--- src/rtl/alu_control_fsm.sv ---
// rtl/alu_control_fsm.sv - instruction sequencer driving ALU controls and register-file strobes
//
// Accepts one 24-bit instruction at a time and steps it through
// DECODE -> EXECUTE -> WRITEBACK before returning to IDLE.
//
// Ports:
//   Clock       in   single clock, rising edge
//   Reset       in   synchronous, active-high
//   InstrValid  in   upstream instruction valid
//   Instr       in   [23:20] opcode, [19:16] rs, [15:12] rt, [11:8] rd, [7:0] imm
//   Stall       in   holds EXECUTE while high
//   InstrReady  out  high only in IDLE
//   S           out  ALU result-mux select
//   Binvert     out  invert ALU B operand
//   CarryIn     out  ALU adder carry-in
//   AluSrc      out  B operand is zero-extended Imm
//   RsAddr      out  captured rs field
//   RtAddr      out  captured rt field
//   RegDst      out  captured rd field
//   Imm         out  captured immediate
//   RegWrite    out  register-file write strobe (WRITEBACK only)
//   Illegal     out  last accepted opcode was undefined
//   Busy        out  state is not IDLE
//   InstrCount  out  completed legal instructions, wraps at 16 bits
module alu_control_fsm (
  input  logic        Clock,
  input  logic        Reset,
  input  logic        InstrValid,
  input  logic [23:0] Instr,
  input  logic        Stall,
  output logic        InstrReady,
  output logic [2:0]  S,
  output logic        Binvert,
  output logic        CarryIn,
  output logic        AluSrc,
  output logic [3:0]  RsAddr,
  output logic [3:0]  RtAddr,
  output logic [3:0]  RegDst,
  output logic [7:0]  Imm,
  output logic        RegWrite,
  output logic        Illegal,
  output logic        Busy,
  output logic [15:0] InstrCount
);

  typedef enum logic [1:0] {
    ST_IDLE      = 2'd0,
    ST_DECODE    = 2'd1,
    ST_EXECUTE   = 2'd2,
    ST_WRITEBACK = 2'd3
  } state_t;

  state_t      state;
  state_t      state_nxt;
  logic [23:0] instr_q;
  logic        illegal_q;
  logic [15:0] count_q;
  logic        transfer;

  logic [3:0]  opcode;
  logic [2:0]  dec_s;
  logic        dec_binv;
  logic        dec_cin;
  logic        dec_src;
  logic        dec_writes;
  logic        dec_legal;

  assign transfer = InstrValid && (state == ST_IDLE);
  assign opcode   = instr_q[23:20];

  // Opcode decode of the captured instruction; undefined opcodes leave
  // every control at zero and are flagged through dec_legal.
  always_comb begin
    dec_s      = 3'b000;
    dec_binv   = 1'b0;
    dec_cin    = 1'b0;
    dec_src    = 1'b0;
    dec_writes = 1'b0;
    dec_legal  = 1'b1;
    case (opcode)
      4'b0000: begin dec_s = 3'b000; dec_writes = 1'b1; end
      4'b0001: begin dec_s = 3'b010; dec_writes = 1'b1; end
      4'b0010: begin dec_s = 3'b001; dec_writes = 1'b1; end
      4'b0011: begin dec_s = 3'b001; dec_binv = 1'b1; dec_cin = 1'b1; dec_writes = 1'b1; end
      4'b0100: begin dec_s = 3'b011; dec_writes = 1'b1; end
      4'b0101: begin dec_s = 3'b110; dec_binv = 1'b1; dec_cin = 1'b1; dec_writes = 1'b1; end
      4'b0110: begin dec_s = 3'b111; dec_writes = 1'b1; end
      4'b0111: begin dec_s = 3'b000; end
      4'b1000: begin dec_s = 3'b001; dec_src = 1'b1; dec_writes = 1'b1; end
      default: begin dec_legal = 1'b0; end
    endcase
  end

  // State register
  always_ff @(posedge Clock) begin
    if (Reset) begin
      state <= ST_IDLE;
    end else begin
      state <= state_nxt;
    end
  end

  // Captured instruction, illegal flag and completion counter
  always_ff @(posedge Clock) begin
    if (Reset) begin
      instr_q   <= 24'h000000;
      illegal_q <= 1'b0;
      count_q   <= 16'h0000;
    end else begin
      if (transfer) begin
        instr_q   <= Instr;
        illegal_q <= 1'b0;
      end
      if ((state == ST_DECODE) && !dec_legal) begin
        illegal_q <= 1'b1;
      end
      // NOP completes through WRITEBACK too, so it is counted here.
      if (state == ST_WRITEBACK) begin
        count_q <= count_q + 16'd1;
      end
    end
  end

  // Next-state logic
  always_comb begin
    state_nxt = state;
    case (state)
      ST_IDLE:      if (InstrValid) state_nxt = ST_DECODE;
      ST_DECODE:    state_nxt = dec_legal ? ST_EXECUTE : ST_IDLE;
      ST_EXECUTE:   if (!Stall) state_nxt = ST_WRITEBACK;
      ST_WRITEBACK: state_nxt = ST_IDLE;
      default:      state_nxt = ST_IDLE;
    endcase
  end

  // Outputs depend only on state and captured registers.
  always_comb begin
    InstrReady = (state == ST_IDLE);
    Busy       = (state != ST_IDLE);
    S          = 3'b000;
    Binvert    = 1'b0;
    CarryIn    = 1'b0;
    AluSrc     = 1'b0;
    RegWrite   = 1'b0;
    if ((state == ST_EXECUTE) || (state == ST_WRITEBACK)) begin
      S       = dec_s;
      Binvert = dec_binv;
      CarryIn = dec_cin;
      AluSrc  = dec_src;
    end
    if (state == ST_WRITEBACK) begin
      RegWrite = dec_writes;
    end
    RsAddr     = instr_q[19:16];
    RtAddr     = instr_q[15:12];
    RegDst     = instr_q[11:8];
    Imm        = instr_q[7:0];
    Illegal    = illegal_q;
    InstrCount = count_q;
  end

endmodule

--- config.mk ---
export PLATFORM = sky130hd
export DESIGN_NAME = alu_control_fsm
export DESIGN_NICKNAME = d
export VERILOG_FILES = /design/src/rtl/alu_control_fsm.sv
export SDC_FILE = /design/constraint.sdc
export NUM_CORES = 1
export LEC_CHECK = 0
export ABC_AREA = 1
export CORE_MARGIN = 1
export CORE_UTILIZATION = 35
export CTS_CLUSTER_SIZE = 24
export DETAILED_ROUTE_END_ITERATION = 8
export PLACE_DENSITY = 0.77
export REMOVE_ABC_BUFFERS = 1
export SYNTH_ARGS = -nofsm -noshare
export SYNTH_HDL_FRONTEND = slang
export SYNTH_SLANG_ARGS = --single-unit
--- constraint.sdc ---
create_clock -name Clock -period 1.2 [get_ports Clock]
set_input_delay 0.24 -clock Clock [delete_from_list [all_inputs] [get_ports Clock]]
set_output_delay 0.24 -clock Clock [all_outputs]
set_load 0.02 [all_outputs]
==> results of run 1 <==
## report_power, final
group / total (mW) / internal (mW) / switching, mW
clock: 1.14 / 0.620 / 0.522
sequential: 1.60 / 1.52 / 0.0759
combinational: 1.18 / 0.558 / 0.621
## critical path, cell delays in order (launching register included)
cell,delay [ps]
dfxtp_4,380
inv_2,60
nor2_4,110
nand2_4,70
a21oi_2,140
nor2_1,60
a21oi_1,110
buf_4,160
## placed cells by master, fill, tap and decap left out, drive strengths merged, types with 3 or more instances in the layout
cell type | Yosys | final
nand3 | 9 | 9
dfxtp | 43 | 43
inv | 28 | 29
clkbuf | 2 | 19
nor2 | 75 | 75
nand4 | 6 | 6
nor3 | 3 | 3
buf | 27 | 82
clkdlybuf4s15 | 0 | 6
o21ai | 28 | 28
nand2 | 47 | 48
a21oi | 13 | 13
clkinv | 0 | 4
clkdlybuf4s50 | 0 | 26
## path summary, 6_finish.rpt
kind,startpoint,cells after the start,end
worst max register to register,state[0]$_SDFFE_PP0P_,8,instr_q[18]$_SDFFE_PP0P_
worst min register to register,Illegal$_SDFFE_PP0P_,2,Illegal$_SDFFE_PP0P_
worst min-delay path,Illegal$_SDFFE_PP0P_,2,Illegal$_SDFFE_PP0P_
worst max-delay path,instr_q[22]$_SDFFE_PP0P_,7,S[0]
## state kept, by name (all words and copies together) (netlist names), named ones only
signal,count
InstrCount,16
Illegal,1
instr_q,24
state,1
## what timing repair did
| action | CTS | global route |
|---|---|---|
| gates resized for setup | 273 | 82 |
| setup buffers | 10 | 7 |
| pin swaps | 40 | 30 |
| gates cloned | 5 | 0 |
| setup endpoints to repair | 84 | 78 |
## final cells by class
type	instances	area share [%]
clock buffers	5	1.92
clock inverters	3	1.22
inverters	28	3.57
multi-input cells	189	34.7
flip-flops and latches	43	25.0
well taps	72	2.52
repair buffers	129	30.0
repair inverters	3	1.08
## stage by stage
stage	instances	utilization (%)	setup WS, ps
finish	472	64.2	-408
global route	472	64.2	-504
CTS	465	63.2	-400
detailed placement	443	53.0	-621
global placement	443	53.0	-573
floorplan	259	-	-420
## cell families (layout without fill, tap and decap cells)
| kind of cell | Yosys count | after routing | synth area share [%] |
|---|---|---|---|
| buffers and inverters | 57 | 168 | 15.4 |
| flip-flops | 43 | 43 | 42.0 |
| AND/OR/NAND/NOR | 141 | 142 | 29.8 |
| adder cells (fa/ha/maj) | 1 | 1 | 0.610 |
| XOR/XNOR | 2 | 2 | 0.854 |
| AO/OA/AOI/OAI | 44 | 44 | 11.3 |
## layer usage
layer | vias up | global-route usage, %
met4 | 0 | 7.78
li1 | 1122 | -
met2 | 57 | 37.2
met5 | - | 0
met3 | 17 | 3.95
met1 | 1065 | 23.2
==> flow_results.xml, run 1 <==
<?xml version="1.0" encoding="UTF-8"?>
<metrics>
  <group name="detailed_routing">
    <metric name="top_signal_layer_used" unit="">met4</metric>
    <metric name="detail_route.drc_violations" unit="">0</metric>
    <metric name="dr_wl_met2" unit="mm">3.44</metric>
    <metric name="vias_per_cell" unit="">4.79</metric>
    <metric name="ant_nets" unit="">0</metric>
    <metric name="wl_met1" unit="mm">2.67</metric>
    <metric name="post_drt_wl_per_cell" unit="um">13.8</metric>
    <metric name="drt_first_pass_iters" unit="">4</metric>
    <metric name="drt-total-wl" unit="mm">6.53</metric>
    <metric name="dr_wl_met3" unit="um">253</metric>
    <metric name="detailedRoute.firstIterationViolations" unit="">102</metric>
    <metric name="routed-via-count" unit="">2261</metric>
  </group>
  <group name="outcome">
    <metric name="outcome" unit="">finished with violations</metric>
    <metric name="failing_checks" unit="">setup timing</metric>
  </group>
  <group name="logic_synthesis">
    <metric name="cells_after_synthesis" unit="">288</metric>
    <metric name="postSynthAreaPerCell" unit="um^2">7.12</metric>
    <metric name="number_of_synthesis_warnings" unit="">0</metric>
    <metric name="yosys-top-cells-count" unit="">nor2_1, dfxtp_1, nand2_1</metric>
    <metric name="netlist_top_cells_area" unit="">dfxtp_1, nor2_1, buf_4</metric>
    <metric name="yosys_most_used_dff" unit="">dfxtp_1</metric>
    <metric name="share_of_the_synthesized_area_in_the_top_cell_type" unit="%">42.0</metric>
    <metric name="syn_area" unit="um^2">2050</metric>
    <metric name="synth-edff-count" unit="">0</metric>
    <metric name="dominant_cell_type_by_area_after_synthesis" unit="">dfxtp_1</metric>
    <metric name="ys_seq_elements" unit="">43</metric>
    <metric name="async_reset_ff_share" unit="%">0</metric>
    <metric name="yosys.cell_types.count" unit="">27</metric>
    <metric name="yosysMostFrequentCell" unit="">nor2_1</metric>
    <metric name="synth_seq_area_share" unit="%">42.0</metric>
  </group>
  <group name="final_layout">
    <metric name="area_growth_from_synthesis_to_layout" unit="%">74.6</metric>
    <metric name="num-fill-cells" unit="">460</metric>
    <metric name="finalInstanceArea" unit="um^2">3580</metric>
    <metric name="register_area" unit="um^2">895</metric>
    <metric name="multiInputGateArea" unit="um^2">1240</metric>
    <metric name="finish.net_count" unit="">428</metric>
    <metric name="antenna_cells" unit="">0</metric>
    <metric name="final_layout_size_suffix_gt1_share" unit="%">55.8</metric>
  </group>
  <group name="global_route">
    <metric name="first_pass_grt_wire_length" unit="mm">9.81</metric>
    <metric name="grtUsageTotal" unit="%">20.4</metric>
    <metric name="grt_antenna_before_repair" unit="">0</metric>
    <metric name="grt_overflow" unit="">0</metric>
    <metric name="grt_max_degree" unit="">38</metric>
    <metric name="grt_pass1_vias" unit="">2125</metric>
  </group>
  <group name="power_and_ir_drop">
    <metric name="leakagePower" unit="nW">1.61</metric>
    <metric name="total_power" unit="mW">3.92</metric>
    <metric name="vdd_ir_drop_max" unit="mV">0.645</metric>
    <metric name="powerDensity" unit="nW/um^2">1100</metric>
  </group>
  <group name="worst_hold_path">
    <metric name="worstHoldPathType" unit="">flop to flop</metric>
  </group>
  <group name="cts">
    <metric name="cts_tree" unit="">done</metric>
    <metric name="cts_buffer_depth" unit="">2</metric>
    <metric name="insertion_delay" unit="ps">300</metric>
    <metric name="postCtsHoldBufs" unit="">0</metric>
    <metric name="cts.sink_count" unit="">43</metric>
    <metric name="clock-root-buffer" unit="">clkbuf_8</metric>
    <metric name="cts-buffers-inserted" unit="">5</metric>
    <metric name="clock_tree.htree_level_count" unit="">2</metric>
    <metric name="worst_setup_hold_path_clk_slew" unit="ps">80</metric>
  </group>
  <group name="timing">
    <metric name="report.final.setup_viol" unit="">41</metric>
    <metric name="timing.final.max_slew_violations" unit="">0</metric>
    <metric name="slew-limit-headroom" unit="%">69.4</metric>
    <metric name="worst_slew_pin_slew" unit="ps">458</metric>
    <metric name="hold_violations" unit="">0</metric>
    <metric name="worst_hold_slack" unit="ps">470</metric>
    <metric name="setup_ws" unit="ps">-408</metric>
    <metric name="finalCritPeriodShare" unit="%">134</metric>
    <metric name="fin_skew" unit="ps">8.52</metric>
    <metric name="timing.final.crit_period" unit="ps">1610</metric>
    <metric name="rsz0062_at_grt" unit="">true</metric>
    <metric name="fin_setup_tns" unit="ps">-4620</metric>
    <metric name="max_freq" unit="MHz">622</metric>
  </group>
  <group name="floorplan">
    <metric name="fp.coreArea" unit="um^2">5570</metric>
    <metric name="io_pins" unit="">74</metric>
    <metric name="die_h" unit="um">78.5</metric>
    <metric name="initial_utilization" unit="%">36.8</metric>
    <metric name="fp.dieW" unit="um">78.5</metric>
    <metric name="fp-row-count" unit="">27</metric>
    <metric name="die_area" unit="um^2">6170</metric>
  </group>
  <group name="critical_path">
    <metric name="crit_end_element" unit="">primary output</metric>
    <metric name="crit_fanout" unit="">4</metric>
    <metric name="worst-endpoint-arrival" unit="ps">1370</metric>
    <metric name="critical_path.startpoint_type" unit="">flop</metric>
    <metric name="worst-setup-path-type" unit="">flop to primary output</metric>
    <metric name="critPathRequiredTime" unit="ps">960</metric>
    <metric name="rrSetupSlack" unit="ps">-100</metric>
  </group>
  <group name="placement">
    <metric name="detailed_place.area" unit="um^2">2950</metric>
    <metric name="buffer_ports.inserted" unit="">73</metric>
    <metric name="place.detailed.hpwl" unit="mm">3.82</metric>
    <metric name="globalplace.congestion" unit="">0.842</metric>
  </group>
  <group name="run">
    <metric name="drv_cap" unit="">0</metric>
  </group>
</metrics>
No activity file was read; power rests on OpenSTA's default activity.
==> inputs of run 2 (changes only) <==
- GPL_TIMING_DRIVEN: not set -> 0
- clock period: 1.2 -> 1.4 ns (I/O delays scaled with it)
==> run 2 against run 1 <==
  * The run still ends with setup timing left
  * Sequential share of layout area rose by 6.5 points
  * Critical path depth down 1
  * Combinational power shrank 51%
  * Non-clock buffer count decreased by 51
  * Global-route usage is 4.9 points lower
  * Design area decreased by 22%
  * Worst hold slack gained 5.8 ps
==> flow_results.xml, run 2 (synthesized netlist as in run 1, its figures left out) <==
<?xml version="1.0" encoding="UTF-8"?>
<metrics>
  <group name="floorplan">
    <metric name="io_pins" unit="">74</metric>
    <metric name="die_h" unit="um">78.5</metric>
    <metric name="initial_utilization" unit="%">36.8</metric>
    <metric name="die_area" unit="um^2">6170</metric>
    <metric name="fp.dieW" unit="um">78.5</metric>
    <metric name="fp.coreArea" unit="um^2">5570</metric>
    <metric name="fp-row-count" unit="">27</metric>
  </group>
  <group name="placement">
    <metric name="buffer_ports.inserted" unit="">73</metric>
    <metric name="detailedPlace.worstSlack" unit="ps">-475</metric>
    <metric name="place.detailed.hpwl" unit="mm">3.28</metric>
    <metric name="globalplace.congestion" unit="">0.783</metric>
  </group>
  <group name="cts">
    <metric name="cts-buffers-inserted" unit="">5</metric>
    <metric name="cts_tree" unit="">done</metric>
    <metric name="cts_buffer_depth" unit="">2</metric>
    <metric name="clock-root-buffer" unit="">clkbuf_8</metric>
    <metric name="worst_setup_hold_path_clk_slew" unit="ps">80</metric>
    <metric name="insertion_delay" unit="ps">300</metric>
    <metric name="clock_tree.htree_level_count" unit="">2</metric>
    <metric name="cts.sink_count" unit="">43</metric>
  </group>
  <group name="timing">
    <metric name="hold_violations" unit="">0</metric>
    <metric name="slew-limit-headroom" unit="%">79.0</metric>
    <metric name="report.final.setup_viol" unit="">7</metric>
    <metric name="rsz0062_at_grt" unit="">true</metric>
    <metric name="timing.final.crit_period" unit="ps">1630</metric>
    <metric name="worst_slew_pin_slew" unit="ps">306</metric>
    <metric name="setup_ws" unit="ps">-234</metric>
    <metric name="max_freq" unit="MHz">612</metric>
    <metric name="finalCritPeriodShare" unit="%">117</metric>
    <metric name="timing.final.max_slew_violations" unit="">0</metric>
    <metric name="fin_skew" unit="ps">5.38</metric>
  </group>
  <group name="detailed_routing">
    <metric name="detailedRoute.firstIterationViolations" unit="">105</metric>
    <metric name="routed-via-count" unit="">1933</metric>
    <metric name="drt-total-wl" unit="mm">4.70</metric>
    <metric name="drt_first_pass_iters" unit="">4</metric>
    <metric name="ant_nets" unit="">0</metric>
    <metric name="detail_route.drc_violations" unit="">0</metric>
    <metric name="vias_per_cell" unit="">4.64</metric>
    <metric name="post_drt_wl_per_cell" unit="um">11.3</metric>
  </group>
  <group name="power_and_ir_drop">
    <metric name="seq_power_share" unit="%">50.5</metric>
    <metric name="vdd_ir_drop_max" unit="mV">0.595</metric>
    <metric name="share_clk_of_total_power" unit="%">28.3</metric>
    <metric name="powerDensity" unit="nW/um^2">979</metric>
    <metric name="logic_gate_share_of_total_power" unit="%">21.3</metric>
    <metric name="leakagePower" unit="nW">1.30</metric>
    <metric name="internal_power" unit="mW">1.91</metric>
    <metric name="total_power" unit="mW">2.72</metric>
    <metric name="switching_share" unit="%">29.9</metric>
    <metric name="power.switching" unit="uW">816</metric>
  </group>
  <group name="final_layout">
    <metric name="final_layout_size_suffix_gt1_share" unit="%">15.9</metric>
    <metric name="top_register" unit="">instr_q</metric>
    <metric name="antenna_cells" unit="">0</metric>
    <metric name="finish.net_count" unit="">373</metric>
    <metric name="final_common_cell" unit="">nor2_1</metric>
    <metric name="highest_count_cells_in_the_layout_ignoring_fill_and_taps" unit="">nor2_1, nand2_1, dlygate4sd2_1</metric>
    <metric name="largest_reg_flops" unit="">24</metric>
    <metric name="area_growth_from_synthesis_to_layout" unit="%">35.7</metric>
    <metric name="num-fill-cells" unit="">576</metric>
  </group>
  <group name="worst_hold_path">
    <metric name="worstHoldPathType" unit="">flop to flop</metric>
  </group>
  <group name="global_route">
    <metric name="grtUsageTotal" unit="%">15.5</metric>
    <metric name="grt_max_degree" unit="">38</metric>
    <metric name="first_pass_grt_wire_length" unit="mm">7.55</metric>
    <metric name="grt_overflow" unit="">0</metric>
    <metric name="grt_antenna_before_repair" unit="">0</metric>
    <metric name="grt_pass1_vias" unit="">1749</metric>
  </group>
  <group name="critical_path">
    <metric name="rrSetupSlack" unit="ps">70</metric>
    <metric name="crit_end_element" unit="">primary output</metric>
    <metric name="crit_fanout" unit="">4</metric>
    <metric name="worst-setup-path-type" unit="">flop to primary output</metric>
    <metric name="worst-endpoint-arrival" unit="ps">1350</metric>
    <metric name="critical_path.startpoint_type" unit="">flop</metric>
    <metric name="critPathRequiredTime" unit="ps">1120</metric>
  </group>
  <group name="outcome">
    <metric name="outcome" unit="">finished with violations</metric>
    <metric name="failing_checks" unit="">setup timing</metric>
  </group>
  <group name="run">
    <metric name="drv_cap" unit="">0</metric>
  </group>
</metrics>
## run 2: changes by cell type in the layout (fill, tap and decap cells not counted), sizes merged
cell           previous run  this run
inv                      29        28
dlygate4sd2               1        36
bufinv                    1         0
clkdlybuf4s50            26        27
clkdlybuf4s15             6         1
clkinv                    4         1
clkbuf                   19         8
buf                      82        13
nand2                    48        47
## run 2: what timing repair did
action | CTS | global route
setup buffers | 4 | 1
hold buffers | 0 | 0
gates cloned | 0 | 0
pin swaps | 6 | 3
resized for setup | 101 | 10
endpoints found under the setup margin | 71 | 38
## run 2: path summary, 6_finish.rpt
kind	start	to	cells past startpoint
worst max-delay path	instr_q[22]$_SDFFE_PP0P_	S[0]	6
worst min-delay path	Illegal$_SDFFE_PP0P_	Illegal$_SDFFE_PP0P_	2
worst max register to register	InstrCount[0]$_SDFFE_PP0P_	InstrCount[14]$_SDFFE_PP0P_	6
worst min register to register	Illegal$_SDFFE_PP0P_	Illegal$_SDFFE_PP0P_	2
## run 2: power by group through the flow
stage                     combinational (mW)  clock, mW  sequential [mW]
after detailed placement               0.586          0             1.39
after global routing                   0.635      0.853             1.39
after floorplan                        0.219          0             1.47
final                                  0.579      0.770             1.37
after global placement                 0.578          0             1.39
after CTS                              0.579      0.788             1.37
## run 2: worst max-delay path, cell delays in order, from the launching register on
cell,delay [ps]
dfxtp_4,370
nor2_4,130
nand2_1,100
a21oi_2,140
nor2_1,50
a21oi_1,110
buf_4,150
## run 2: area by class of cell
type | count | area (um^2) | share of cell area [%]
Sequential cell | 43 | 876 | 31.5
Timing Repair Buffer | 78 | 691 | 24.8
Tap cell | 72 | 90.1 | 3.24
Clock inverter | 1 | 5.00 | 0.180
Multi-Input combinational cell | 188 | 932 | 33.5
Clock buffer | 7 | 76.3 | 2.74
Inverter | 28 | 113 | 4.05
## run 2: per-layer routing
metal,GRT usage (%),part of all wire [%],up-vias
li1,-,-,1003
met1,16.2,41,872
met2,28.4,51,49
met3,4.30,5.7,9
met4,6.85,2.3,0
met5,0,0,-
## run 2: stage by stage
stage / hold WS (ps) / util (%) / area (um^2) / cells / TNS (ps)
2_1_floorplan: 349 / - / 1840 / 259 / -1060
3_3_place_gp: 461 / 47.7 / 2660 / 404 / -14730
3_5_place_dp: 472 / 47.7 / 2660 / 404 / -14830
4_1_cts: 479 / 49.3 / 2750 / 416 / -1200
5_1_grt: 500 / 49.9 / 2780 / 417 / -1800
6_report: 476 / 49.9 / 2780 / 417 / -1220
==> inputs of run 3 (changes only) <==
- CAP_MARGIN: not set -> 20
- TNS_END_PERCENT: not set -> 1
==> run 3 against run 2 <==
  * The run still ends with setup timing left
  * Sequential share of layout area about the same
  * Sequential power about the same
  * Clock skew up 1.2 ps
  * Combinational power up 0.7%
  * Wire length down 0.96%
  * Largest cell class unchanged
  * Largest power group unchanged
  * Highest routed layer unchanged
==> flow_results.xml, run 3 (synthesized netlist as in run 1, its figures left out) <==
<?xml version="1.0" encoding="UTF-8"?>
<metrics>
  <group name="critical_path">
    <metric name="critical_path.startpoint_type" unit="">flop</metric>
    <metric name="crit_chain" unit="">buf_4 -&gt; nor2_4 -&gt; nand2_1 -&gt; nor2_2 -&gt; nor2_1 -&gt; a21oi_1 -&gt; buf_4</metric>
    <metric name="cp_slowest_stage_delay" unit="ps">370</metric>
    <metric name="path_common_cell" unit="">buf_4</metric>
    <metric name="critical-path-top-delay-family" unit="">flip-flops</metric>
    <metric name="buffers_inverters_on_critical_path" unit="">2</metric>
    <metric name="worst_r2r_startpoint" unit="">InstrCount[0]$_SDFFE_PP0P_</metric>
    <metric name="rrSetupSlack" unit="ps">90</metric>
    <metric name="cp.depth" unit="">7</metric>
    <metric name="worst_r2r_endpoint" unit="">InstrCount[14]$_SDFFE_PP0P_</metric>
    <metric name="crit_fanout" unit="">4</metric>
    <metric name="r2r.worst_path.cells" unit="">6</metric>
    <metric name="critPathRequiredTime" unit="ps">1120</metric>
    <metric name="cp-startpoint" unit="">instr_q[22]$_SDFFE_PP0P_</metric>
    <metric name="worst-setup-path-type" unit="">flop to primary output</metric>
    <metric name="worst-endpoint-arrival" unit="ps">1350</metric>
    <metric name="critical_path.endpoint" unit="">S[0]</metric>
    <metric name="crit_end_element" unit="">primary output</metric>
    <metric name="crit_slowest_cell" unit="">dfxtp_4</metric>
  </group>
  <group name="timing">
    <metric name="fin_setup_tns" unit="ps">-1320</metric>
    <metric name="rsz0062_at_grt" unit="">true</metric>
    <metric name="timing.final.max_slew_violations" unit="">0</metric>
    <metric name="worst_hold_slack" unit="ps">479</metric>
    <metric name="report.final.setup_viol" unit="">9</metric>
    <metric name="hold_violations" unit="">0</metric>
    <metric name="max_freq" unit="MHz">612</metric>
    <metric name="finalCritPeriodShare" unit="%">117</metric>
    <metric name="worst_slew_pin_slew" unit="ps">344</metric>
    <metric name="fin_skew" unit="ps">6.56</metric>
    <metric name="setup_ws" unit="ps">-233</metric>
    <metric name="timing.final.crit_period" unit="ps">1630</metric>
    <metric name="slew-limit-headroom" unit="%">77.0</metric>
  </group>
  <group name="global_route">
    <metric name="first_pass_grt_wire_length" unit="mm">7.51</metric>
    <metric name="grt_antenna_before_repair" unit="">0</metric>
    <metric name="grt_max_degree" unit="">38</metric>
    <metric name="grtUsageTotal" unit="%">15.4</metric>
    <metric name="grt_pass1_vias" unit="">1754</metric>
    <metric name="grt_overflow" unit="">0</metric>
  </group>
  <group name="detailed_routing">
    <metric name="routed-via-count" unit="">1930</metric>
    <metric name="drt_first_pass_iters" unit="">4</metric>
    <metric name="ant_nets" unit="">0</metric>
    <metric name="detailedRoute.firstIterationViolations" unit="">73</metric>
    <metric name="vias_per_cell" unit="">4.64</metric>
    <metric name="post_drt_wl_per_cell" unit="um">11.2</metric>
    <metric name="drt-total-wl" unit="mm">4.66</metric>
    <metric name="detail_route.drc_violations" unit="">0</metric>
  </group>
  <group name="power_and_ir_drop">
    <metric name="total_power" unit="mW">2.73</metric>
    <metric name="leakagePower" unit="nW">1.30</metric>
    <metric name="seq_power_share" unit="%">50.3</metric>
    <metric name="logic_gate_share_of_total_power" unit="%">21.4</metric>
    <metric name="share_clk_of_total_power" unit="%">28.4</metric>
    <metric name="vdd_ir_drop_max" unit="mV">0.598</metric>
    <metric name="internal_power" unit="mW">1.91</metric>
    <metric name="power.switching" unit="uW">816</metric>
    <metric name="powerDensity" unit="nW/um^2">983</metric>
    <metric name="switching_share" unit="%">29.9</metric>
  </group>
  <group name="final_layout">
    <metric name="final_layout_size_suffix_gt1_share" unit="%">15.1</metric>
    <metric name="final_common_cell" unit="">nor2_1</metric>
    <metric name="antenna_cells" unit="">0</metric>
    <metric name="highest_count_cells_in_the_layout_ignoring_fill_and_taps" unit="">nor2_1, nand2_1, dlygate4sd2_1</metric>
    <metric name="finish.net_count" unit="">372</metric>
    <metric name="top_register" unit="">instr_q</metric>
    <metric name="largest_reg_flops" unit="">24</metric>
    <metric name="area_growth_from_synthesis_to_layout" unit="%">35.2</metric>
  </group>
  <group name="outcome">
    <metric name="outcome" unit="">finished with violations</metric>
    <metric name="failing_checks" unit="">setup timing</metric>
  </group>
  <group name="cts">
    <metric name="cts-buffers-inserted" unit="">5</metric>
    <metric name="worst_setup_hold_path_clk_slew" unit="ps">80</metric>
    <metric name="cts_buffer_depth" unit="">2</metric>
    <metric name="cts.sink_count" unit="">43</metric>
    <metric name="postCtsHoldBufs" unit="">0</metric>
    <metric name="clock_tree.htree_level_count" unit="">2</metric>
    <metric name="insertion_delay" unit="ps">300</metric>
    <metric name="clock-root-buffer" unit="">clkbuf_8</metric>
    <metric name="cts_tree" unit="">done</metric>
  </group>
  <group name="run">
    <metric name="drv_cap" unit="">0</metric>
  </group>
  <group name="floorplan">
    <metric name="fp.coreArea" unit="um^2">5570</metric>
    <metric name="initial_utilization" unit="%">36.8</metric>
    <metric name="io_pins" unit="">74</metric>
    <metric name="die_h" unit="um">78.5</metric>
    <metric name="fp.dieW" unit="um">78.5</metric>
    <metric name="fp-row-count" unit="">27</metric>
    <metric name="die_area" unit="um^2">6170</metric>
  </group>
  <group name="placement">
    <metric name="place.detailed.hpwl" unit="mm">3.28</metric>
    <metric name="globalplace.congestion" unit="">0.783</metric>
    <metric name="buffer_ports.inserted" unit="">73</metric>
  </group>
  <group name="worst_hold_path">
    <metric name="worstHoldPathType" unit="">flop to flop</metric>
  </group>
</metrics>
run 3: layer usage:
layer	track usage [%]	up-vias	share of wire, %
li1	-	999	-
met1	16.4	869	42
met2	27.8	53	50
met3	4.30	9	5.7
met4	6.85	0	2.4
met5	0	-	0
run 3: worst register-to-register path, stage by stage (launching register included):
cell     delay, ps
dfxtp_2        370
ha_1           180
nand3_2        160
nor3_4         220
nand3_1        140
nor2_1         110
nor2_1          50
run 3: how the worst min path moves through the flow:
stage                                    end  slack [ps]  cells after the start                startpoint
floorplan               Illegal$_SDFFE_PP0P_         350                      1                     Reset
global placement     instr_q[6]$_SDFFE_PP0P_         460                      2   instr_q[6]$_SDFFE_PP0P_
detailed placement      Illegal$_SDFFE_PP0P_         470                      2      Illegal$_SDFFE_PP0P_
CTS                 instr_q[20]$_SDFFE_PP0P_         480                      2  instr_q[20]$_SDFFE_PP0P_
global route        instr_q[10]$_SDFFE_PP0P_         500                      2  instr_q[10]$_SDFFE_PP0P_
finish               instr_q[6]$_SDFFE_PP0P_         480                      2   instr_q[6]$_SDFFE_PP0P_
run 3: power by group through the flow:
stage	sequential (mW)	combinational [mW]	clock, mW
3_5_place_dp	1.39	0.586	0
6_report	1.37	0.583	0.773
3_3_place_gp	1.39	0.578	0
5_1_grt	1.38	0.640	0.854
4_1_cts	1.37	0.580	0.788
2_1_floorplan	1.47	0.219	0
run 3: stage by stage:
stage	setup slack [ps]	instance area, um^2	util (%)	instances
after floorplan	-260	1840	-	259
after global placement	-482	2660	47.7	404
after detailed placement	-475	2660	47.7	404
after CTS	-228	2740	49.2	416
after global routing	-304	2770	49.7	416
final	-233	2770	49.7	416
run 3: timing repair:
item | CTS | global route
pin swaps | 6 | 3
resized for setup | 94 | 9
setup endpoints to repair | 71 | 21
setup buffers | 4 | 0
run 3: area by class of cell:
type	instances	area, um^2
Clock buffer	7	76.3
Inverter	28	113
Timing Repair Buffer	77	686
Multi-Input combinational cell	188	930
Clock inverter	1	5.00
Fill cell	574	2800
Tap cell	72	90.1
Sequential cell	43	873
